[src/rtl/adc_serial_capture_multi_if.sv]
// Pin and result bundle between the multi-channel capture engine and its surroundings.
// Latency: none, this is wiring only.
// Backpressure: Valid is held until the consumer returns Ack. There is no stall toward the ADC pins.
// master : environment side. It drives Start, Continuous, DinSerial and Ack.
// slave  : capture engine side. It drives CS, DoutParalelo, Valid, Busy and Overrun.
interface adc_serial_capture_multi_if #(
  parameter int N_CH      = 2,
  parameter int DATA_BITS = 12
);
  logic                      Start;
  logic                      Continuous;
  logic [N_CH-1:0]           DinSerial;
  logic                      Ack;
  logic                      CS;
  logic [N_CH*DATA_BITS-1:0] DoutParalelo;
  logic                      Valid;
  logic                      Busy;
  logic                      Overrun;

  modport master (
    output Start, Continuous, DinSerial, Ack,
    input  CS, DoutParalelo, Valid, Busy, Overrun
  );

  modport slave (
    input  Start, Continuous, DinSerial, Ack,
    output CS, DoutParalelo, Valid, Busy, Overrun
  );
endinterface

[src/rtl/adc_serial_capture_multi.sv]
// Purpose: Multi-channel serial ADC capture. One shared active-low CS drives N_CH data lines, which are deserialised MSB first.
// Latency: A result appears in the first GAP cycle after the FRAME_BITS-th CS-low cycle.
// Backpressure: none. A result that is still unacknowledged gets overwritten and raises the sticky Overrun.
// Ports:
//   CLK1MHz, Reset : clock and synchronous active-high reset
//   bus.Start/Continuous : single-shot trigger, sampled in IDLE only, and free-run enable
//   bus.DinSerial : serial data, where bit i belongs to channel i
//   bus.Ack : consumer accepts DoutParalelo
//   bus.CS : ADC chip select, active low
//   bus.DoutParalelo : packed results, with channel i at [i*DATA_BITS +: DATA_BITS]
//   bus.Valid, bus.Busy, bus.Overrun : result flag, state != IDLE, and sticky overwrite flag
// Optional macro ADC_AVG_EN: averages 2**AVG_LOG2 frames per channel before it publishes a result.
module adc_serial_capture_multi #(
  parameter int N_CH       = 2,
  parameter int FRAME_BITS = 16,
  parameter int DATA_BITS  = 12,
  parameter int DATA_LSB   = 0,
  parameter int GAP_CYCLES = 1,
  parameter int AVG_LOG2   = 2
) (
  input logic                       CLK1MHz,
  input logic                       Reset,
  adc_serial_capture_multi_if.slave bus
);
  localparam int CNT_W = (FRAME_BITS > 1) ? $clog2(FRAME_BITS) : 1;
  localparam int GAP_W = (GAP_CYCLES > 1) ? $clog2(GAP_CYCLES) : 1;
  localparam logic [CNT_W-1:0] BIT_LAST = CNT_W'(FRAME_BITS - 1);
  localparam logic [GAP_W-1:0] GAP_LAST = GAP_W'(GAP_CYCLES - 1);

  typedef enum logic [1:0] {IDLE, CONV, GAP} state_t;

  state_t                    state;
  logic [CNT_W-1:0]          bit_cnt;
  logic [GAP_W-1:0]          gap_cnt;
  logic [FRAME_BITS-2:0]     shift  [N_CH];
  logic [FRAME_BITS-1:0]     word   [N_CH];
  logic [DATA_BITS-1:0]      sample [N_CH];
  logic [N_CH*DATA_BITS-1:0] result;
  logic                      frame_end;
  logic                      load;

  // The frame word includes the bit that is still on the pin. The last bit is therefore
  // never registered, and the word is complete on the frame's final edge.
  always_comb begin
    frame_end = (state == CONV) && (bit_cnt == BIT_LAST);
    for (int i = 0; i < N_CH; i++) begin
      word[i]   = {shift[i], bus.DinSerial[i]};
      sample[i] = DATA_BITS'(word[i] >> DATA_LSB);
    end
  end

`ifdef ADC_AVG_EN
  localparam int ACC_W = DATA_BITS + AVG_LOG2;

  logic [ACC_W-1:0]    acc     [N_CH];
  logic [ACC_W-1:0]    acc_sum [N_CH];
  logic [AVG_LOG2-1:0] frm_cnt;

  // The result is published on the frame where frm_cnt is all ones. On that same edge the counter
  // wraps to zero and the accumulators restart, so no extra clear cycle is needed.
  always_comb begin
    result = '0;
    for (int i = 0; i < N_CH; i++) begin
      acc_sum[i] = acc[i] + ACC_W'(sample[i]);
      result[i*DATA_BITS +: DATA_BITS] = DATA_BITS'(acc_sum[i] >> AVG_LOG2);
    end
    load = frame_end && (&frm_cnt);
  end

  // Partial sums survive a return to IDLE. Only Reset discards them.
  always_ff @(posedge CLK1MHz) begin
    if (Reset) begin
      frm_cnt <= '0;
      for (int i = 0; i < N_CH; i++) acc[i] <= '0;
    end else if (frame_end) begin
      frm_cnt <= frm_cnt + 1'b1;
      for (int i = 0; i < N_CH; i++) acc[i] <= (&frm_cnt) ? '0 : acc_sum[i];
    end
  end
`else
  always_comb begin
    result = '0;
    for (int i = 0; i < N_CH; i++) begin
      result[i*DATA_BITS +: DATA_BITS] = sample[i];
    end
    load = frame_end;
  end
`endif

  always_ff @(posedge CLK1MHz) begin
    if (Reset) begin
      state            <= IDLE;
      bit_cnt          <= '0;
      gap_cnt          <= '0;
      bus.CS           <= 1'b1;
      bus.Busy         <= 1'b0;
      bus.Valid        <= 1'b0;
      bus.Overrun      <= 1'b0;
      bus.DoutParalelo <= '0;
      for (int i = 0; i < N_CH; i++) shift[i] <= '0;
    end else begin
      case (state)
        IDLE: begin
          if (bus.Start || bus.Continuous) begin
            state    <= CONV;
            bus.CS   <= 1'b0;
            bus.Busy <= 1'b1;
            bit_cnt  <= '0;
          end
        end
        CONV: begin
          for (int i = 0; i < N_CH; i++) shift[i] <= word[i][FRAME_BITS-2:0];
          if (bit_cnt == BIT_LAST) begin
            state   <= GAP;
            bus.CS  <= 1'b1;
            bit_cnt <= '0;
            gap_cnt <= '0;
          end else begin
            bit_cnt <= bit_cnt + 1'b1;
          end
        end
        GAP: begin
          if (gap_cnt == GAP_LAST) begin
            gap_cnt <= '0;
            if (bus.Continuous) begin
              state   <= CONV;
              bus.CS  <= 1'b0;
              bit_cnt <= '0;
            end else begin
              state    <= IDLE;
              bus.Busy <= 1'b0;
            end
          end else begin
            gap_cnt <= gap_cnt + 1'b1;
          end
        end
        default: begin
          state    <= IDLE;
          bus.CS   <= 1'b1;
          bus.Busy <= 1'b0;
        end
      endcase

      // A new result has priority over an Ack on the same edge. Overwriting a result
      // that was never acknowledged is recorded as an overrun.
      if (load) begin
        bus.DoutParalelo <= result;
        bus.Valid        <= 1'b1;
        if (bus.Valid && !bus.Ack) bus.Overrun <= 1'b1;
      end else if (bus.Ack) begin
        bus.Valid <= 1'b0;
      end
    end
  end
endmodule

[src/flat_wrapper.sv]
// flat-port wrapper written by rule: the top's interface ports become plain ports
module adc_serial_capture_multi_flat 
#(
  parameter int N_CH       = 2,
  parameter int FRAME_BITS = 16,
  parameter int DATA_BITS  = 12,
  parameter int DATA_LSB   = 0,
  parameter int GAP_CYCLES = 1,
  parameter int AVG_LOG2   = 2
)
  (CLK1MHz, Reset, bus_Start, bus_Continuous, bus_DinSerial, bus_Ack, bus_CS, bus_DoutParalelo, bus_Valid, bus_Busy, bus_Overrun);
  adc_serial_capture_multi_if #(.N_CH(N_CH), .DATA_BITS(DATA_BITS)) bus_i ();
  input logic CLK1MHz;
  input logic Reset;
  input wire logic [$bits(bus_i.Start)-1:0] bus_Start;
  input wire logic [$bits(bus_i.Continuous)-1:0] bus_Continuous;
  input wire logic [$bits(bus_i.DinSerial)-1:0] bus_DinSerial;
  input wire logic [$bits(bus_i.Ack)-1:0] bus_Ack;
  output wire logic [$bits(bus_i.CS)-1:0] bus_CS;
  output wire logic [$bits(bus_i.DoutParalelo)-1:0] bus_DoutParalelo;
  output wire logic [$bits(bus_i.Valid)-1:0] bus_Valid;
  output wire logic [$bits(bus_i.Busy)-1:0] bus_Busy;
  output wire logic [$bits(bus_i.Overrun)-1:0] bus_Overrun;
  assign bus_i.Start = bus_Start;
  assign bus_i.Continuous = bus_Continuous;
  assign bus_i.DinSerial = bus_DinSerial;
  assign bus_i.Ack = bus_Ack;
  assign bus_CS = bus_i.CS;
  assign bus_DoutParalelo = bus_i.DoutParalelo;
  assign bus_Valid = bus_i.Valid;
  assign bus_Busy = bus_i.Busy;
  assign bus_Overrun = bus_i.Overrun;
  adc_serial_capture_multi #(.N_CH(N_CH), .FRAME_BITS(FRAME_BITS), .DATA_BITS(DATA_BITS), .DATA_LSB(DATA_LSB), .GAP_CYCLES(GAP_CYCLES), .AVG_LOG2(AVG_LOG2)) u_core (.CLK1MHz(CLK1MHz), .Reset(Reset), .bus(bus_i));
endmodule
[config.mk]
export PLATFORM = sky130hd
export DESIGN_NAME = adc_serial_capture_multi_flat
export DESIGN_NICKNAME = d
export VERILOG_FILES = /design/src/rtl/adc_serial_capture_multi_if.sv /design/src/rtl/adc_serial_capture_multi.sv /design/src/flat_wrapper.sv
export SDC_FILE = /design/constraint.sdc
export NUM_CORES = 1
export LEC_CHECK = 0
export BUFFER_PORTS_ARGS = -buffer_cell sky130_fd_sc_hd__buf_2
export CAP_MARGIN = 20
export CORE_MARGIN = 3
export CORE_UTILIZATION = 50
export CTS_BUF_LIST = sky130_fd_sc_hd__clkbuf_2 sky130_fd_sc_hd__clkbuf_4 sky130_fd_sc_hd__clkbuf_8
export DETAILED_ROUTE_END_ITERATION = 12
export GPL_TIMING_DRIVEN = 0
export MAX_ROUTING_LAYER = met4
export PLACE_DENSITY = 0.8
export SLEW_MARGIN = 20
export SYNTH_ARGS = -nofsm -noshare
export SYNTH_HDL_FRONTEND = slang
export SYNTH_SLANG_ARGS = --single-unit
[constraint.sdc]
create_clock -name CLK1MHz -period 3.9 [get_ports CLK1MHz]
set_clock_uncertainty 0.05 [all_clocks]
set_input_delay 0.585 -clock CLK1MHz [delete_from_list [all_inputs] [get_ports CLK1MHz]]
set_output_delay 0.585 -clock CLK1MHz [all_outputs]
set_load 0.02 [all_outputs]
==> results.md <==
* Leak at 1.03 nW
* Largest net degree at the start of global routing at 23
* CP delay by family, top: simple AND/OR/NAND/NOR gates
* Worst slack at placement at 1.70 ns
* Post-DRT Antenna Nets at 0
* Top cells by area, synth: dfxtp_1 (31%), edfxtp_1 (30%), and2_1 (6.2%)
* TritonCTS Buffers at 5
* CP max stage cell: nand2_1
* Pwr per Cell Area at 403 nW/um2
* CTS Sinks at 56
* Core Area at 4140 um2
* Synth Flop Type: dfxtp_1
* Synthesized area at 2230 um2
* First-pass DRT Iterations at 4
* Clk pin slew, worst setup/hold paths at 0.10 ns
* Final hold vios at 0
* Synthesized area per cell at 10.6 um2
* IO Port Bufs at 34
* Worst hold path depth at 2
* Status: finished, final reports clean
* Initial antenna violation count at 0
* Worst Path Buf+Inv at 1
* Register bit total from synthesis at 56
* Commonest cells in the netlist: dfxtp_1 (34), a21oi_1 (27), nand3_1 (26)
* Syn nets at 219
* Yosys top cell area share at 30.5%
* Reg power frac at 63.0%
* Fin area at 2550 um2
* Unrepaired setup endpoints after global routing: false
* Switching part of the total at 23.8%
* Seq. cell area at 1340 um2
* Overall Global Routing Usage at 19.0%
* Final setup margin at 1.88 ns
* Clock tree buffer depth at 2
* Crit. End Element: flop
* Hold Crit Class: flop to flop
* Hold_buf cts at 0
* DRT iter0 DRCs at 111
* Sequential share of the synthesized area at 60.2%
* DIE WIDTH at 72.8 um
* Final core occ at 61.5%
* Internal Power at 0.783 mW
* DR DRC count at 0
* Number of fill cells at 380
* Share of post-route cells with drive strength above 1 at 23.3%
* Max-Cap Viols at 0
* Gate power share at 6.6%
* Multi-input gate area at 736 um2
* Least-Margin Pin Slew at 0.961 ns
* Most common cell in the netlist: dfxtp_1
* CTS tree: done
* Maximum clock rate at 0.494 GHz
* FFs w/ async S/R, synth at 0%
* Die Y at 72.8 um
* Via density at 5.49
* Post-synth EDFFs at 22
* Count of warnings emitted by yosys at 0
* Area Growth Syn to Fin at 14.4%
* Vias after detailed routing at 1663
* Slew Limit Headroom at 35.8%
* Final setup viols at 0
* TNS Setup at 0 ns
* Post-CTS sizing at 0
* Die ar. at 5300 um2
* Cell taking the most area after synthesis: dfxtp_1
* ANT cells at 0
* Gate Count Post-Synth at 211
* Vias in the first global route at 1574
* Nets at 260
* Slew Limit Fails at 0
* CP required at 3.69 ns
* DRT Wirelength at 4520 um
* Final worst-path cycle share at 51.9%
* Crit path arrival time at 1.82 ns
* Critical-path cell list: nand2b_2 > buf_4 > nand2_1
* Root buffer cell: clkbuf_8
* Maximum vdd ir drop at 0.232 mV
* Maximum fanout along the worst path at 22
* Clk Latency, worst-skew pair at 0.32 ns
* CTS H-tree lvls at 2
* CP peak stage delay at 0.57 ns
* Yosys cell types at 31
* Post-DP HPWL at 3050 um
* Crit path depth at 3
* Area after DPL at 2460 um2
* Worst hold slack at 0.425 ns
* Sw power at 0.245 mW
* Crit Path Category: flop to flop
* Clock share of power at 30.5%
* GRT Residual Overflow at 0
* Placer Congestion at 0.743
* First-pass GRT wire length at 7490 um
* Minimum clock period at 2.02 ns
* Starting Density at 53.8%
* Postcts setup bufs at 0
* Io pins at 35
* Per-cell routed wire length at 14.9 um
* Worst-case reg-to-reg path depth at 3
* Core Rows at 23
* CP Launch Type: flop
## logic make-up (layout without fill, tap and decap cells)
logic type	count (synthesis)	count (layout)	share of synthesized area (%)
flip-flops	56	56	60.2
AO/OA/AOI/OAI	64	64	15.3
adder cells (fa/ha/maj)	1	1	0.561
AND/OR/NAND/NOR	67	67	17.1
buffers and inverters	23	65	6.85
## worst register-to-register path, cell delays in order, from the launching register on
cell	delay [ns]
dfxtp_1	0.47
nand2b_2	0.25
buf_4	0.20
nand2_1	0.57
## state kept, by name, summed over array words and instances, names as in the netlist
register,cells
u_core.bus.CS,1
u_core.bus.Busy,1
u_core.state,2
u_core.bus.Valid,1
u_core.bus.Overrun,1
u_core.shift,22
u_core.bus.DoutParalelo,24
u_core.bit_cnt,4
## power by group through the flow
stage | clock (mW) | combinational, mW | sequential (mW)
6_report | 0.313 | 0.0674 | 0.647
5_1_grt | 0.340 | 0.0749 | 0.651
4_1_cts | 0.322 | 0.0676 | 0.647
3_5_place_dp | 0 | 0.0675 | 0.660
2_1_floorplan | 0 | 0.0453 | 0.657
3_3_place_gp | 0 | 0.0651 | 0.659
## through the flow
stage          std cells  power (mW)
2_1_floorplan        211       0.703
3_3_place_gp         295       0.724
3_5_place_dp         295       0.728
4_1_cts              303        1.04
5_1_grt              303        1.07
6_report             303        1.03
## worst paths after layout
kind	from	slack, ns	to
worst min-delay path	u_core.bus.DoutParalelo[23]$_SDFFE_PP0P_	0.43	u_core.bus.DoutParalelo[23]$_SDFFE_PP0P_
worst max register to register	u_core.state[1]$_SDFFE_PP0P_	1.88	u_core.shift[0][16]$_SDFFCE_PN0P_
worst min register to register	u_core.bus.DoutParalelo[23]$_SDFFE_PP0P_	0.43	u_core.bus.DoutParalelo[23]$_SDFFE_PP0P_
worst max-delay path	u_core.state[1]$_SDFFE_PP0P_	1.88	u_core.shift[0][16]$_SDFFCE_PN0P_
## placed cells by master (no fill, tap or decap), types with 2 or more instances in the layout
cell type   n
nand3_1    26
a211oi_1    2
o211ai_1    2
a31oi_1     2
o21ai_0    22
buf_4       7
o21ai_1     6
nand2b_1    3
nor2b_1     2
clkbuf_8    5
buf_6       5
edfxtp_1   22
inv_1       6
nor2_1      2
nand2_1     5
and2_1     22
a21oi_1    27
buf_2      36
dfxtp_1    34
clkbuf_1    2
clkinv_2    2
## layout make-up
cell class | count | area share [%]
multi-input combinational | 132 | 28.9
buffer | 17 | 5.10
tap | 50 | 2.45
inverter | 6 | 0.883
timing repair buffer | 34 | 6.67
sequential | 56 | 52.6
clock buffer | 5 | 2.70
clock inverter | 3 | 0.736
## per-layer routing
metal / share of wire [%] / vias up / global-route usage (%)
met4: 1.7 / 0 / 8.61
li1: - / 827 / -
met3: 4.3 / 8 / 4.13
met1: 47 / 795 / 25.2
met2: 46 / 33 / 27.8
met5: 0 / - / -
Power figures use the tool's default switching activity.
